### src/rtl/alu_pkg.sv
// rtl/alu_pkg.sv - shared opcodes, sequencer states and helpers for alu_arbiter
//
// Purpose: single home for the ALU opcode values the arbiter needs to know
// about, the sequencer state encoding and the carry-consumer test.
// Ports: none (package).

package alu_pkg;

  // ALU opcodes the arbiter either drives itself or has to recognise.
  localparam logic [3:0] OP_PASS = 4'b0000;
  localparam logic [3:0] OP_ADD  = 4'b0001;
  localparam logic [3:0] OP_ASRC = 4'b1011;
  localparam logic [3:0] OP_ASLC = 4'b1100;

  // Sequencer states; explicit values keep the encoding stable for debug.
  typedef enum logic [2:0] {
    ST_IDLE  = 3'd0,
    ST_PRIME = 3'd1,
    ST_EXEC  = 3'd2,
    ST_FLAG  = 3'd3,
    ST_RESP  = 3'd4
  } state_t;

  // Shifts through carry read the ALU's internal carry register, so the
  // owner's saved carry has to be loaded into it first.
  function automatic logic uses_carry(input logic [3:0] op);
    return (op == OP_ASRC) || (op == OP_ASLC);
  endfunction

endpackage

### src/rtl/rr_arb2.sv
// rtl/rr_arb2.sv - two-way round-robin grant with explicit advance strobe
//
// Purpose: picks one of two valid requesters; on contention the one not
// granted last wins. The history only moves when the user strobes advance,
// so a grant that is offered but not yet completed does not rotate priority.
// Ports:
//   clk, rst_n      clock, asynchronous active-low reset
//   req0, req1      request lines
//   advance         record owner as the most recent grant
//   owner           requester that completed service (sampled with advance)
//   gnt0, gnt1      one-hot (or zero) combinational grant

module rr_arb2 (
  input  logic clk,
  input  logic rst_n,
  input  logic req0,
  input  logic req1,
  input  logic advance,
  input  logic owner,
  output logic gnt0,
  output logic gnt1
);

  logic last_grant;

  // Reset to 1 so requester 0 wins the very first contention.
  always_ff @(posedge clk or negedge rst_n) begin
    if (!rst_n) begin
      last_grant <= 1'b1;
    end else if (advance) begin
      last_grant <= owner;
    end
  end

  always_comb begin
    gnt0 = 1'b0;
    gnt1 = 1'b0;
    if (req0 && req1) begin
      if (last_grant) begin
        gnt0 = 1'b1;
      end else begin
        gnt1 = 1'b1;
      end
    end else begin
      gnt0 = req0;
      gnt1 = req1;
    end
  end

endmodule

### src/rtl/alu_arbiter.sv
// rtl/alu_arbiter.sv - shares one 16-bit ALU between two requesters
//
// Purpose: accepts one operation at a time from two issuing units
// (round-robin), sequences it through the ALU (optional carry prime, execute,
// flag capture) and returns result plus flags to the issuing unit. Each
// requester keeps a private carry that is restored into the ALU before any
// carry-consuming shift.
// Ports:
//   clk, rst_n                              clock shared with ALU, async reset
//   reqN_valid/ready, reqN_a/b/op           request channel, N = 0,1
//   rspN_valid/ready, rspN_out              response channel, N = 0,1
//   rspN_carry/zero/bigger                  flags of the returned operation
//   alu_ina, alu_inb, alu_op                drive to the ALU
//   alu_out, alu_carry/zero/bigger          ALU result and registered flags

module alu_arbiter
  import alu_pkg::*;
#(
  parameter int DATA_W = 16,
  parameter int OP_W   = 4
) (
  input  logic              clk,
  input  logic              rst_n,

  input  logic              req0_valid,
  output logic              req0_ready,
  input  logic [DATA_W-1:0] req0_a,
  input  logic [DATA_W-1:0] req0_b,
  input  logic [OP_W-1:0]   req0_op,
  output logic              rsp0_valid,
  input  logic              rsp0_ready,
  output logic [DATA_W-1:0] rsp0_out,
  output logic              rsp0_carry,
  output logic              rsp0_zero,
  output logic              rsp0_bigger,

  input  logic              req1_valid,
  output logic              req1_ready,
  input  logic [DATA_W-1:0] req1_a,
  input  logic [DATA_W-1:0] req1_b,
  input  logic [OP_W-1:0]   req1_op,
  output logic              rsp1_valid,
  input  logic              rsp1_ready,
  output logic [DATA_W-1:0] rsp1_out,
  output logic              rsp1_carry,
  output logic              rsp1_zero,
  output logic              rsp1_bigger,

  output logic [DATA_W-1:0] alu_ina,
  output logic [DATA_W-1:0] alu_inb,
  output logic [OP_W-1:0]   alu_op,
  input  logic [DATA_W-1:0] alu_out,
  input  logic              alu_carry,
  input  logic              alu_zero,
  input  logic              alu_bigger
);

  state_t            state;
  logic [DATA_W-1:0] a_q;
  logic [DATA_W-1:0] b_q;
  logic [OP_W-1:0]   op_q;
  logic              owner_q;
  logic [DATA_W-1:0] result_q;
  logic              carry_q;
  logic              zero_q;
  logic              bigger_q;
  logic [1:0]        saved_carry;

  logic              gnt0;
  logic              gnt1;
  logic              handshake;
  logic              rsp_take;
  logic              advance;
  logic [DATA_W-1:0] a_sel;
  logic [DATA_W-1:0] b_sel;
  logic [OP_W-1:0]   op_sel;

  rr_arb2 u_arb (
    .clk     (clk),
    .rst_n   (rst_n),
    .req0    (req0_valid),
    .req1    (req1_valid),
    .advance (advance),
    .owner   (owner_q),
    .gnt0    (gnt0),
    .gnt1    (gnt1)
  );

  // Ready is masked by rst_n so a requester holding valid through reset
  // never sees ready while the block is held in reset.
  assign req0_ready = rst_n && (state == ST_IDLE) && gnt0;
  assign req1_ready = rst_n && (state == ST_IDLE) && gnt1;
  assign handshake  = req0_ready || req1_ready;

  assign a_sel  = req1_ready ? req1_a  : req0_a;
  assign b_sel  = req1_ready ? req1_b  : req0_b;
  assign op_sel = req1_ready ? req1_op : req0_op;

  assign rsp_take = owner_q ? rsp1_ready : rsp0_ready;
  assign advance  = (state == ST_RESP) && rsp_take;

  assign rsp0_valid = (state == ST_RESP) && !owner_q;
  assign rsp1_valid = (state == ST_RESP) &&  owner_q;

  // Both response ports show the shared result registers; only the owner's
  // valid is raised, so the non-owner copy is never consumed.
  assign rsp0_out    = result_q;
  assign rsp0_carry  = carry_q;
  assign rsp0_zero   = zero_q;
  assign rsp0_bigger = bigger_q;
  assign rsp1_out    = result_q;
  assign rsp1_carry  = carry_q;
  assign rsp1_zero   = zero_q;
  assign rsp1_bigger = bigger_q;

  // ALU drive. PRIME computes 16'hFFFF + saved_carry: its carry-out equals
  // saved_carry, which the ALU registers and presents during EXEC.
  always_comb begin
    alu_ina = '0;
    alu_inb = '0;
    alu_op  = OP_PASS;
    case (state)
      ST_PRIME: begin
        alu_op  = OP_ADD;
        alu_ina = '1;
        alu_inb = DATA_W'(saved_carry[owner_q]);
      end
      ST_EXEC, ST_FLAG: begin
        // FLAG keeps the operands so nothing disturbs the flags being read.
        alu_op  = op_q;
        alu_ina = a_q;
        alu_inb = b_q;
      end
      default: begin
        alu_op  = OP_PASS;
        alu_ina = '0;
        alu_inb = '0;
      end
    endcase
  end

  always_ff @(posedge clk or negedge rst_n) begin
    if (!rst_n) begin
      state       <= ST_IDLE;
      a_q         <= '0;
      b_q         <= '0;
      op_q        <= '0;
      owner_q     <= 1'b0;
      result_q    <= '0;
      carry_q     <= 1'b0;
      zero_q      <= 1'b0;
      bigger_q    <= 1'b0;
      saved_carry <= 2'b00;
    end else begin
      case (state)
        ST_IDLE: begin
          if (handshake) begin
            a_q     <= a_sel;
            b_q     <= b_sel;
            op_q    <= op_sel;
            owner_q <= req1_ready;
            state   <= uses_carry(op_sel) ? ST_PRIME : ST_EXEC;
          end
        end
        ST_PRIME: begin
          state <= ST_EXEC;
        end
        ST_EXEC: begin
          result_q <= alu_out;
          state    <= ST_FLAG;
        end
        ST_FLAG: begin
          // ALU flags registered at the end of EXEC are visible now.
          carry_q              <= alu_carry;
          zero_q               <= alu_zero;
          bigger_q             <= alu_bigger;
          saved_carry[owner_q] <= alu_carry;
          state                <= ST_RESP;
        end
        ST_RESP: begin
          if (rsp_take) begin
            state <= ST_IDLE;
          end
        end
        default: begin
          state <= ST_IDLE;
        end
      endcase
    end
  end

endmodule

### config.mk
export PLATFORM = sky130hd
export DESIGN_NAME = alu_arbiter
export DESIGN_NICKNAME = d
export VERILOG_FILES = /design/src/rtl/alu_pkg.sv /design/src/rtl/rr_arb2.sv /design/src/rtl/alu_arbiter.sv
export SDC_FILE = /design/constraint.sdc
export NUM_CORES = 1
export LEC_CHECK = 0
export BUFFER_PORTS_ARGS = -buffer_cell sky130_fd_sc_hd__buf_2
export CORE_ASPECT_RATIO = 1.75
export CORE_MARGIN = 2
export CORE_UTILIZATION = 26
export CTS_BUF_LIST = sky130_fd_sc_hd__clkbuf_8
export DETAILED_ROUTE_END_ITERATION = 8
export PLACE_DENSITY_LB_ADDON = 0.08
export SLEW_MARGIN = 30
export SYNTH_ARGS = -nofsm -noshare
export SYNTH_HDL_FRONTEND = slang
export SYNTH_SLANG_ARGS = --single-unit
### constraint.sdc
create_clock -name clk -period 1.71 [get_ports clk]
set_input_delay 0.0855 -clock clk [delete_from_list [all_inputs] [get_ports clk]]
set_output_delay 0.0855 -clock clk [all_outputs]
set_load 0.02 [all_outputs]
==> flow_summary.ini <==
[route]
vias_per_cell = 4.45
first_pass_iters = 4
wl_mm = 10.9
wl_per_cell_um = 14.2
ant_nets = 0
drt_first_iter_violations = 119
routed-via-count = 3407
drcViolationCount = 0

[grt]
grt_pass1_wl_mm = 16.4
grt_pass1_vias = 3333
track_usage_pct = 15.9
overflow = 0
antenna_found_initial = 0
grt_max_degree = 63

[place]
hpwl_mm = 6.76
gp_congestion = 0.740
io_buffers = 174
dp.cells = 657

[setup_path]
crit_path_start_kind = register
critPathKind = register to primary output
cp_max_fo = 6
worstPathArrival_ns = 1.65
cp.required_ns = 1.62
cp-end-kind = primary output

[status]
violations = hold timing, setup timing
outcome = finished with violations

[floorplanning]
initial_utilization_pct = 26.7
dieArea_um2 = 13300
dieWidth_um = 87.9
io_pins = 175
row_count = 53
coreArea_um2 = 12000
die_height_um = 151

[logic_synthesis]
yosysUniqueCellTypes = 29
syn_avg_cell_area_um2 = 9.21
synth_fp_nets = 445
ys_seq_elements = 62
syn_inst = 348
syn_area_um2 = 3210
yosys_warnings = 0
yosysSeqAreaShare_pct = 48.4

[sta]
hold_violations = 30
tns_ns = -0.188
finalSetupViolations = 16
max_freq_ghz = 0.576
grt_setup_unrepaired = true
skew_ns = 0.0100
worst_slew_pin_slew_ns = 0.843
holdWs_ns = -0.0233
slew_viol_final = 0
setup_ws_ns = -0.0257
max_slew_margin_pct = 43.8
min_period_over_period_pct = 102
fin_crit_ns = 1.74

[clock_tree]
cts-htree-levels = 3
cts_buffer_depth = 2
cts_made_buffers = 9
clock_latency_ns = 0.35
cts.clk_slew.worst_paths_ns = 0.08
clock-sinks = 62
cts_root_buffer = clkbuf_8
cts_tree = yes

[power_and_ir_drop]
p_comb_share_pct = 60.5
p_per_area_nw_per_um2 = 1810
p_sw_share_pct = 42.4
p_sw_mw = 4.23
leakage_nw = 2.79
fin_total_pwr_mw = 9.97
power_frac_seq_pct = 26.9
peakVddDrop_v = 0.000681
pwr-share-clk_pct = 12.6
internal_power_mw = 5.74

[final_layout]
nNetsFinal = 692
regArea_um2 = 1550
drive_gt1_share_pct = 42.7
final_core_util_pct = 46.0
fin_cells = 765
multiInputGateArea_um2 = 1390
layout_commonest_cell = buf_2
diodes = 0
final_cell_mix = buf_2, dlygate4sd3_1, nand2_1
fill_cells = 1189
areaGrowthSynthToFinish_pct = 72.1

[worst_hold_path]
hold_path.class = input pin to async pin

[flow_run]
cap_viol_max_count = 0
[power groups by stage]
stage	Combinational (mW)	Sequential, mW	Clock (mW)
floorplan	3.49	2.86	0
global placement	5.12	2.67	0
detailed placement	5.11	2.70	0
CTS	5.97	2.68	1.31
global route	6.51	2.78	1.36
finish	6.03	2.68	1.26
[path summary, 6_finish.rpt]
kind / end / cells after the start / slack [ns] / start
max in group asynchronous: state[2]$_DFFE_PN0P_ / 2 / 1.15 / rst_n
min in group clk: op_q[1]$_DFFE_PN0P_ / 3 / 0.01 / req0_op[1]
setup reg to reg: a_q[7]$_DFFE_PN0P_ / 6 / 0.09 / state[2]$_DFFE_PN0P_
hold reg to reg: saved_carry[1]$_DFFE_PN0P_ / 1 / 0.51 / saved_carry[1]$_DFFE_PN0P_
hold / removal: op_q[1]$_DFFE_PN0P_ / 2 / -0.02 / rst_n
setup / recovery: alu_ina[0] / 6 / -0.03 / state[1]$_DFFE_PN0P_
[critical path: stages, from the launching register on]
cell       delay, ns
dfrtp_1         0.42
buf_6           0.15
nor3b_4         0.22
buf_12          0.15
clkbuf_16       0.13
a21o_1          0.10
buf_6           0.12
[sequential cells by signal, indices dropped and copies added (netlist names)]
register          flops
a_q                  16
b_q                  16
rsp0_out             16
op_q                  4
state                 3
saved_carry           2
owner_q               1
rsp0_bigger           1
rsp0_carry            1
rsp0_zero             1
u_arb.last_grant      1
[cell usage after synthesis]
cell type / n / share of area [%]
inv_2: 1 / 0.12
a21oi_1: 3 / 0.47
a31oi_1: 39 / 7.6
o21ai_0: 1 / 0.16
buf_4: 20 / 4.7
nor2b_1: 2 / 0.39
nand2_1: 77 / 9.0
dfrtp_1: 61 / 48
clkbuf_1: 8 / 0.94
buf_1: 2 / 0.23
and2_1: 18 / 3.5
nor3b_2: 1 / 0.39
a22o_1: 1 / 0.27
mux2i_1: 1 / 0.31
nand3_1: 4 / 0.62
a21o_1: 17 / 4.0
and3_1: 1 / 0.20
nand2b_1: 1 / 0.20
nor2_1: 43 / 5.0
buf_6: 3 / 1.1
inv_1: 1 / 0.12
and4b_1: 2 / 0.62
mux2_2: 23 / 8.1
o31a_1: 1 / 0.27
buf_2: 13 / 2.0
nor4b_4: 1 / 0.74
o41ai_1: 1 / 0.27
dfstp_2: 1 / 0.82
o21a_1: 1 / 0.23
[kinds of logic (layout without fill, tap and decap cells)]
kind of cell	count (synthesis)	in the layout	synth area share [%]
compound gates	64	64	13.3
buf+inv	48	300	9.17
simple gates	150	150	20.7
mux	24	24	8.39
flops	62	62	48.4
[stage by stage]
stage	setup WS, ns	cell area (um^2)
after floorplan	0.131	3210
after global placement	0.117	4170
after detailed placement	0.105	4170
after CTS	-0.0705	5370
after global routing	-0.119	5520
final	-0.0257	5520
[what timing repair did]
action	in CTS	in global routing
gates cloned	2	2
hold buffers	75	0
pin swaps	3	7
setup endpoints to repair	25	53
resized for setup	46	15
setup buffers	6	7
endpoints found under the hold margin	55	0
[area by class of cell]
cell class	count	share of cell area, %
repair buffers	282	39.3
flip-flops and latches	62	28.2
multi-input cells	238	25.2
well taps	165	3.74
clock buffers	9	2.24
clock inverters	7	1.04
inverters	2	0.227
[metal layers]
metal	wire, um	GRT usage (%)	vias up
met5	0	0	-
met4	218	7.23	0
met3	655	3.16	15
met2	5500	27.0	130
met1	4510	19.1	1617
li1	-	-	1645
Power figures use the tool's default switching activity.
